`config.mk`:
```
export PLATFORM = sky130hd
export DESIGN_NAME = topmsb_compare_stage
export DESIGN_NICKNAME = d
export VERILOG_FILES = /design/src/rtl/topmsb_compare_stage.sv
export SDC_FILE = /design/constraint.sdc
export NUM_CORES = 1
export LEC_CHECK = 0
export ABC_CLOCK_PERIOD_IN_PS = 1950
export BUFFER_PORTS_ARGS = -buffer_cell sky130_fd_sc_hd__buf_2
export CAP_MARGIN = 30
export CORE_ASPECT_RATIO = 0.8
export CORE_MARGIN = 3
export CORE_UTILIZATION = 48
export DETAILED_ROUTE_END_ITERATION = 10
export HOLD_SLACK_MARGIN = 0.05
export PLACE_DENSITY = 0.78
export SETUP_SLACK_MARGIN = 0.05
export SLEW_MARGIN = 20
export SYNTH_ARGS = -nofsm -noshare
export SYNTH_HDL_FRONTEND = slang
export SYNTH_SLANG_ARGS = --single-unit
export TNS_END_PERCENT = 10
```
`constraint.sdc`:
```
create_clock -name clk -period 1.95 [get_ports clk]
set_clock_uncertainty 0.1 [all_clocks]
set_input_delay 0.39 -clock clk [delete_from_list [all_inputs] [get_ports clk]]
set_output_delay 0.39 -clock clk [all_outputs]
set_load 0.05 [all_outputs]
```
`src/rtl/topmsb_compare_stage.sv`:
```
// topmsb_compare_stage: elastic two-stage pipeline that sits in front of the
// top-MSB evaluation checker.
//   S1 registers the leading-one index, the zero flag and the expected-pair match bit.
//   S2 registers the index relation and holds every out_* value.
// Each stage has its own valid bit, so a full pipeline holds two pairs under backpressure.
// Optional macro TOPMSB_STALL_CNT_EN adds a saturating counter of stalled output cycles.
// Without that macro, stall_count is tied to zero.
module topmsb_compare_stage #(
   parameter int W  = 4,
   parameter int IW = 2,
   parameter int CW = 8
) (
   input  logic          clk,
   input  logic          rst,
   input  logic          in_valid,
   output logic          in_ready,
   input  logic [W-1:0]  num1,
   input  logic [W-1:0]  num2,
   input  logic [W-1:0]  a_num1,
   input  logic [W-1:0]  a_num2,
   output logic          out_valid,
   input  logic          out_ready,
   output logic [IW-1:0] out_msb1,
   output logic [IW-1:0] out_msb2,
   output logic          out_zero1,
   output logic          out_zero2,
   output logic [1:0]    out_rel,
   output logic          out_match,
   output logic [CW-1:0] err_count,
   output logic [CW-1:0] stall_count
);

   typedef struct packed {
      logic [IW-1:0] msb1;
      logic [IW-1:0] msb2;
      logic          zero1;
      logic          zero2;
      logic          match;
   } s1_t;

   localparam logic [CW-1:0] CMAX = '1;

   // The highest set bit wins. A zero operand yields index 0.
   function automatic logic [IW-1:0] lead_one(input logic [W-1:0] v);
      lead_one = '0;
      for (int i = 0; i < W; i++)
         if (v[i]) lead_one = IW'(i);
   endfunction

   s1_t          s1_d, s1_q;
   logic         s1_valid;
   logic         s2_load, s1_advance, in_xfer, out_xfer;
   logic [1:0]   rel_d;

   assign s2_load    = !out_valid || out_ready;
   assign s1_advance = s1_valid && s2_load;
   assign in_ready   = !s1_valid || s1_advance;
   assign in_xfer    = in_valid && in_ready;
   assign out_xfer   = out_valid && out_ready;

   // S1 payload: the wide operand compares happen here, off the output path.
   always_comb begin
      s1_d       = '0;
      s1_d.msb1  = lead_one(num1);
      s1_d.msb2  = lead_one(num2);
      s1_d.zero1 = (num1 == '0);
      s1_d.zero2 = (num2 == '0);
      s1_d.match = (num1 == a_num1) && (num2 == a_num2);
   end

   // Relation from the narrow S1 fields. A zero operand ranks below any nonzero operand.
   always_comb begin
      rel_d = 2'b00;
      if (s1_q.zero1 && s1_q.zero2)  rel_d = 2'b00;
      else if (s1_q.zero1)           rel_d = 2'b10;
      else if (s1_q.zero2)           rel_d = 2'b01;
      else if (s1_q.msb1 > s1_q.msb2) rel_d = 2'b01;
      else if (s1_q.msb1 < s1_q.msb2) rel_d = 2'b10;
   end

   // S1 register: load on an input transfer, empty when it advances without a refill.
   always_ff @(posedge clk) begin
      if (rst) begin
         s1_valid <= 1'b0;
         s1_q     <= '0;
      end else begin
         s1_valid <= in_xfer || (s1_valid && !s1_advance);
         if (in_xfer) s1_q <= s1_d;
      end
   end

   // S2 register: refill from S1 whenever S2 is empty or draining this cycle.
   always_ff @(posedge clk) begin
      if (rst) begin
         out_valid <= 1'b0;
         out_msb1  <= '0;
         out_msb2  <= '0;
         out_zero1 <= 1'b0;
         out_zero2 <= 1'b0;
         out_rel   <= 2'b00;
         out_match <= 1'b0;
      end else if (s2_load) begin
         out_valid <= s1_valid;
         if (s1_valid) begin
            out_msb1  <= s1_q.msb1;
            out_msb2  <= s1_q.msb2;
            out_zero1 <= s1_q.zero1;
            out_zero2 <= s1_q.zero2;
            out_rel   <= rel_d;
            out_match <= s1_q.match;
         end
      end
   end

   // Saturating count of non-matching results that actually left the stage.
   always_ff @(posedge clk) begin
      if (rst)
         err_count <= '0;
      else if (out_xfer && !out_match && err_count != CMAX)
         err_count <= err_count + 1'b1;
   end

`ifdef TOPMSB_STALL_CNT_EN
   // Saturating count of cycles where a result waits on downstream.
   always_ff @(posedge clk) begin
      if (rst)
         stall_count <= '0;
      else if (out_valid && !out_ready && stall_count != CMAX)
         stall_count <= stall_count + 1'b1;
   end
`else
   assign stall_count = '0;
`endif

endmodule

```
==> results of run 1 <==
-- path summary, 6_finish.rpt --
kind                                    from      endpoint  slack [ps]
worst max-delay path                s1_valid      in_ready         300
worst min-delay path                in_valid      s1_valid         250
worst min register to register    out_rel[1]    out_rel[1]         360
worst max register to register  err_count[0]  err_count[5]         340
-- layout make-up --
class                      instances  area (um^2)
clock buffer                       3         22.5
fill                             224         1010
tap                               36         45.0
sequential                        26          522
timing repair buffer              38          190
multi-input combinational        106          712
inverter                           5         18.8
-- worst reg2reg max path, delay by kind of cell (launching register included) --
kind                     cells  cell delay [ps]
AO/OA/AOI/OAI                1              290
flip-flops                   1              400
XOR/XNOR                     1              190
adder cells (fa/ha/maj)      1              230
AND/OR/NAND/NOR              2              290
-- sequential cells by signal (all words and copies together), names as in the netlist --
signal / flops
err_count: 8
out_match: 1
out_msb1: 2
out_msb2: 2
out_rel: 2
out_valid: 1
out_zero1: 1
out_zero2: 1
s1_q: 7
s1_valid: 1
-- routing by layer --
metal	GRT usage [%]	part of all wire (%)	vias up	wire, um
met2	26.7	46	49	1110
met4	4.21	1.2	0	29
met3	2.58	8.1	4	195
met5	0	0	-	0
li1	-	-	549	-
met1	18.2	45	484	1080
-- cells in the mapped netlist --
cell type and instances:
o211ai_1 2, xnor2_1 1, a211oi_1 2, o21ai_4 1
nand3b_1 1, o211ai_2 1, nand2_2 1, dfxtp_1 26
inv_1 5, xor2_1 12, a21oi_1 6, o21a_1 2
mux2i_1 8, buf_6 2, a22oi_1 1, nand4_4 1
o2111ai_1 1, nand2_1 7, or3_1 1, nor2b_4 1
and3_1 2, buf_4 8, o311ai_1 1, clkbuf_1 2
o41ai_1 2, or2_2 1, nor2_1 18, ha_1 3
nand2b_1 1, nor2b_1 2, nor4_1 3, conb_1 1
and2_1 1, o21ai_0 1, nor3_1 8, nand3_1 3
nand2b_4 1, nand4_1 1, and3b_4 1
-- stage by stage --
stage / setup slack [ps] / util [%] / instance area [um^2] / instances
global route: 229 / 59.9 / 1510 / 214
detailed placement: 365 / 59.0 / 1490 / 211
floorplan: 96.4 / - / 1340 / 149
CTS: 294 / 59.9 / 1510 / 214
finish: 301 / 59.9 / 1510 / 214
global placement: 457 / 59.0 / 1490 / 211
-- power by group through the flow --
stage / clock network, mW / registers (mW) / logic [mW]
2_1_floorplan: 0 / 0.600 / 0.128
6_report: 0.211 / 0.560 / 0.189
4_1_cts: 0.216 / 0.560 / 0.190
3_5_place_dp: 0 / 0.572 / 0.189
3_3_place_gp: 0 / 0.571 / 0.186
5_1_grt: 0.237 / 0.563 / 0.206
-- cell families (layout without fill, tap and decap cells) --
logic type,count (synthesis),after routing
and+or+nand+nor,54,54
DFF,26,26
AOI/OAI and AO/OA,20,20
buffers and inverters,17,46
xor gates and xnor gates,13,13
muxes,8,8
adders and majority gates,3,3
other,1,8
==> run summary, run 1 <==
• result of the run: complete, no violations
• H-Tree Depth: 1
• input/output buffers: 38
• buffer levels on the longest clock path: 2
• Final Net Count: 203
• Clock Power Share: 22.0%
• WL final: 2410 um
• average wire per cell in the routed design: 11.3 um
• fraction of power consumed by sequential logic: 58.3%
• max-slew violations: 0
• synthesized-area fraction occupied by and/or/nand/nor cells: 22.7%
• pin count of the biggest net entering global routing: 26
• delay of the slowest cell on the worst path: 440 ps
• synthesized-area fraction occupied by adder cells: 2.85%
• synth warn: 0
• Worst path depth: 2
• switching fraction of total power: 29.2%
• # Max-Cap Violations: 0
• WP data arrival: 1160 ps
• count of routing violations after the opening detailed-route iteration: 29
• share of the synthesized area in compound gates (AO/OA/AOI/OAI): 11.5%
• multiplexer area fraction after synthesis: 6.09%
• Final Hold Viols: 0
• CP Data Required Time: 1460 ps
• top-level I/O count: 47
• die span in x: 64.5 um
• leakage dissipation: 0.732 nW
• count of cell types in the netlist: 39
• number of sinks on the clock net: 26
• initial core utilization: 52.1%
• synthesized area per cell: 9.26 um^2
• final routed DRC violation total: 0
• combinational family with the most area after synthesis: simple AND/OR/NAND/NOR gates
• total chip power: 0.960 mW
• number of endpoints failing setup at the final stage: 0
• cell area after technology mapping: 1320 um^2
• instance count of the mapped netlist: 142
• largest fanout of any net on the critical path: 4
• Post-CTS Setup Bufs: 0
• first-pass iteration count of the detailed router: 4
• proportion of netlist area held by the largest area contributor: 39.6%
• hold path depth: 3
• minimum clock period: 1650 ps
• area of the die: 3410 um^2
• slowest CP cell: dfxtp_1
• wire length of the first global-routing pass: 3990 um
• final-layout worst hold slack: 252 ps
• overall via count from detail_route: 1086
• fraction of the yosys area taken by sequential cells: 39.6%
• maximum resistive drop on vdd: 0.000283 V
• logic gate share of total power: 19.7%
• post-CTS clock slew at the launch and capture registers of the worst setup and hold paths: 130 ps
• post-route clock period utilization: 84.6%
• fraction of layout cells with a size suffix above 1: 28.1%
• # diodes: 0
• most frequent cells in the layout: buf_2, dfxtp_1, nor2_1
• routed vias/inst: 5.07
• Fmax: 606 MHz
• Final TNS setup: 0 ps
• number of buffers and inverters on the critical path: 1
• sort of element at the start of the critical path: register
• Row Count: 16
• number of antenna violations at the first check in global routing: 0
• CTS tree: done
• Global Route Usage Sum: 14.8%
• Die H: 52.8 um
• post-DP HPWL: 1950 um
• most common library cell in the layout ignoring fill and taps: buf_2
• clock buffer count from CTS: 3
• setup repair after global routing missed its margin: no
• later-pin clock latency in the skew report: 300 ps
• cell types occupying the most area after synthesis: dfxtp_1, xor2_1, mux2i_1
• Clock Root Buffer: clkbuf_4
• PD cells: 636 nW/um^2
• Core Box Area: 2520 um^2
• gr ovfl total: 0
• vias in the first global route: 970
• number of nets with antenna violations after routing: 0
• depth of the worst register-to-register path: 5
• synthesis-to-layout area growth: 14.8%
• Internal Power: 0.680 mW
• Setup crit end kind: output pin
• area share of xor/xnor cells in the synthesized design: 8.66%
• routability congestion estimate: 0.823
• net switching power figure: 0.280 mW
• synthesized flop and latch total: 26
• post_cts resized: 0
• most area-hungry cell type in the Yosys netlist: dfxtp_1
• kind of critical path: reg -> out
• classification of the worst-slack hold path: in -> reg
• critical path cell sequence: nand3b_1 -> buf_2
• top cell family by delay on the critical path: flip-flops
• number of buffers inserted for hold repair after clock tree synthesis: 0
(Power assumes the default switching activity.)
==> inputs of run 2 (changes only) <==
ABC_AREA = 1   (was not set)
ABC_CLOCK_PERIOD_IN_PS = 1400   (was 1950)
CORE_UTILIZATION = 44   (was 48)
PLACE_DENSITY = 0.74   (was 0.78)
clock period = 1.4 ns   (was 1.95 ns; I/O delays follow)
==> run 2 against run 1 <==
Sequential cell count unchanged; synthesized cell count is 37% higher; core utilization increased by 1.0 points; via count grew 21%; largest power group unchanged.
==> run summary, run 2 <==
• number of buffers inserted for hold repair after clock tree synthesis: 0
• leakage dissipation: 0.866 nW
• number of nets with antenna violations after routing: 0
• classification of the worst-slack hold path: in -> reg
• minimum clock period: 1330 ps
• fraction of the yosys area taken by sequential cells: 37.9%
• Fmax: 754 MHz
• instance count of the mapped netlist: 195
• fraction of layout cells with a size suffix above 1: 30.9%
• critical path cell sequence: clkbuf_4
• most common library cell in the layout ignoring fill and taps: nand2_1
• Global Route Usage Sum: 16.2%
• total chip power: 1.61 mW
• buffer levels on the longest clock path: 2
• setup repair after global routing missed its margin: yes
• commonest cells in the synthesized netlist: nand2_1, nor2_1, dfxtp_1, inv_1, a21oi_1
• most area-hungry cell type in the Yosys netlist: dfxtp_1
• count of routing violations after the opening detailed-route iteration: 58
• worst setup slack after placement: 32.2 ps
• largest registers: err_count: 8 flops, s1_q: 7 flops
• gr ovfl total: 0
• # Max-Cap Violations: 0
• kind of critical path: reg -> out
• Die H: 56.0 um
• post-route clock period utilization: 94.7%
• routed wl met3: 194 um
• clock buffer count from CTS: 3
• pin count of the biggest net entering global routing: 15
• Setup crit end kind: output pin
• number of sinks on the clock net: 26
• largest fanout of any net on the critical path: 6
• final cell area excluding filler cells: 1750 um^2
• register containing the most flip-flops in the final layout: err_count
• overall via count from detail_route: 1314
• Final Non-Filler Cells: 281
• post-DP HPWL: 2330 um
• routability congestion estimate: 0.829
• setup ws final: 74.4 ps
• initial core utilization: 47.8%
• Final Hold Viols: 0
• utilization of the core after routing: 60.9%
• number of antenna violations at the first check in global routing: 0
• most frequently used flop master after synthesis: dfxtp_1
• CP Data Required Time: 1020 ps
• synthesis-to-layout area growth: 27.3%
• number of flip-flops under the largest register name: 8
• top cell family by delay on the critical path: flip-flops
• synthesized area per cell: 7.05 um^2
• number of endpoints failing setup at the final stage: 0
• die span in x: 68.5 um
• maximum resistive drop on vdd: 0.000660 V
• WL final: 2970 um
• later-pin clock latency in the skew report: 270 ps
• metal2 WL: 1330 um
• setup slack, reg-to-reg: 100 ps
• proportion of netlist area held by the largest area contributor: 37.9%
• cell area after technology mapping: 1370 um^2
• sort of element at the start of the critical path: register
• synthesized flop and latch total: 26
• max-slew violations: 0
• CTS tree: done
• average wire per cell in the routed design: 10.6 um
• layout filler cell count: 273
• number of instances in the placed design: 273
• Final Net Count: 267
• Final TNS setup: 0 ps
• area of the die: 3830 um^2
• post-CTS clock slew at the launch and capture registers of the worst setup and hold paths: 90 ps
• most common cell in the netlist: nand2_1
• WP data arrival: 950 ps
• routed vias/inst: 4.68
• Clock Root Buffer: clkbuf_8
• # diodes: 0
• most frequent cells in the layout: nand2_1, buf_2, nor2_1
• sequential cell area: 541 um^2
• PD cells: 922 nW/um^2
• H-Tree Depth: 1
• met1 wire length: 1430 um
• combined area of the multi-input logic cells: 751 um^2
• number of buffers and inverters on the critical path: 1
• input/output buffers: 38
• vias in the first global route: 1152
• first-pass iteration count of the detailed router: 4
• top-level I/O count: 47
• Post-synth ARST share: 0%
• wire length of the first global-routing pass: 4870 um
• cell types occupying the most area after synthesis: dfxtp_1, nand2_1, nor2_1
• EDFF count, synth: 0
• slowest CP cell: dfxtp_2
• Row Count: 17
• Highest Signal Layer: met4
• Placed Area: 1610 um^2
• result of the run: complete, no violations
• final routed DRC violation total: 0
• count of cell types in the netlist: 23
• delay of the slowest cell on the worst path: 420 ps
• synth warn: 0
• final-layout worst hold slack: 148 ps
• Core Box Area: 2870 um^2
==> run 2: cell count changes in the layout (fill, tap and decap cells not counted), moves of 5 or more <==
cell / previous run / this run
buf_4: 0 / 10
inv_1: 5 / 23
nor2_1: 18 / 28
mux2i_1: 8 / 0
o21ai_0: 1 / 14
a21oi_1: 6 / 16
dfxtp_1: 25 / 16
nand2_1: 7 / 43
nand3_1: 3 / 8
nor3_1: 8 / 2
xor2_1: 12 / 2
dfxtp_2: 1 / 7
==> run 2: path summary, 6_finish.rpt <==
| check | from | end | cells past startpoint |
|---|---|---|---|
| worst max-delay path | err_count[2] | err_count[2] | 1 |
| worst min-delay path | in_valid | s1_valid | 3 |
| worst max register to register | s1_q[4] | out_rel[0] | 8 |
| worst min register to register | out_rel[1] | out_rel[1] | 2 |
==> run 2: cell type report <==
| type | count | area share (%) |
|---|---|---|
| Inverter | 24 | 5.15 |
| Timing Repair Buffer | 47 | 15.2 |
| Clock buffer | 4 | 3.15 |
| Tap cell | 38 | 2.72 |
| Multi-Input combinational cell | 142 | 42.9 |
| Sequential cell | 26 | 30.9 |
==> run 2: repair_timing <==
action	4_1_cts	5_1_grt
endpoints found under the setup margin	3	12
pin swaps	1	7
endpoints found under the hold margin	0	0
gates resized for setup	2	9
setup buffers	0	4
==> run 2: where the power goes <==
part	switching [mW]	internal (mW)	leakage (nW)
Sequential	0.0235	0.770	0.218
Clock	0.229	0.251	0.0288
Combinational	0.239	0.100	0.619
==> run 2: logic make-up after synthesis <==
group | share of synthesized area (%)
xor gates and xnor gates | 3.19
buffers and inverters | 13.1
AOI/OAI and AO/OA | 11.8
and+or+nand+nor | 31.0
DFF | 37.9
adders and majority gates | 2.73
other | 0.273
==> run 2: metal layers <==
layer  GRT usage, %  up-vias
met5              0        -
met4           4.25        0
met3           4.65        3
met2           24.2       35
met1           22.7      576
li1               -      700
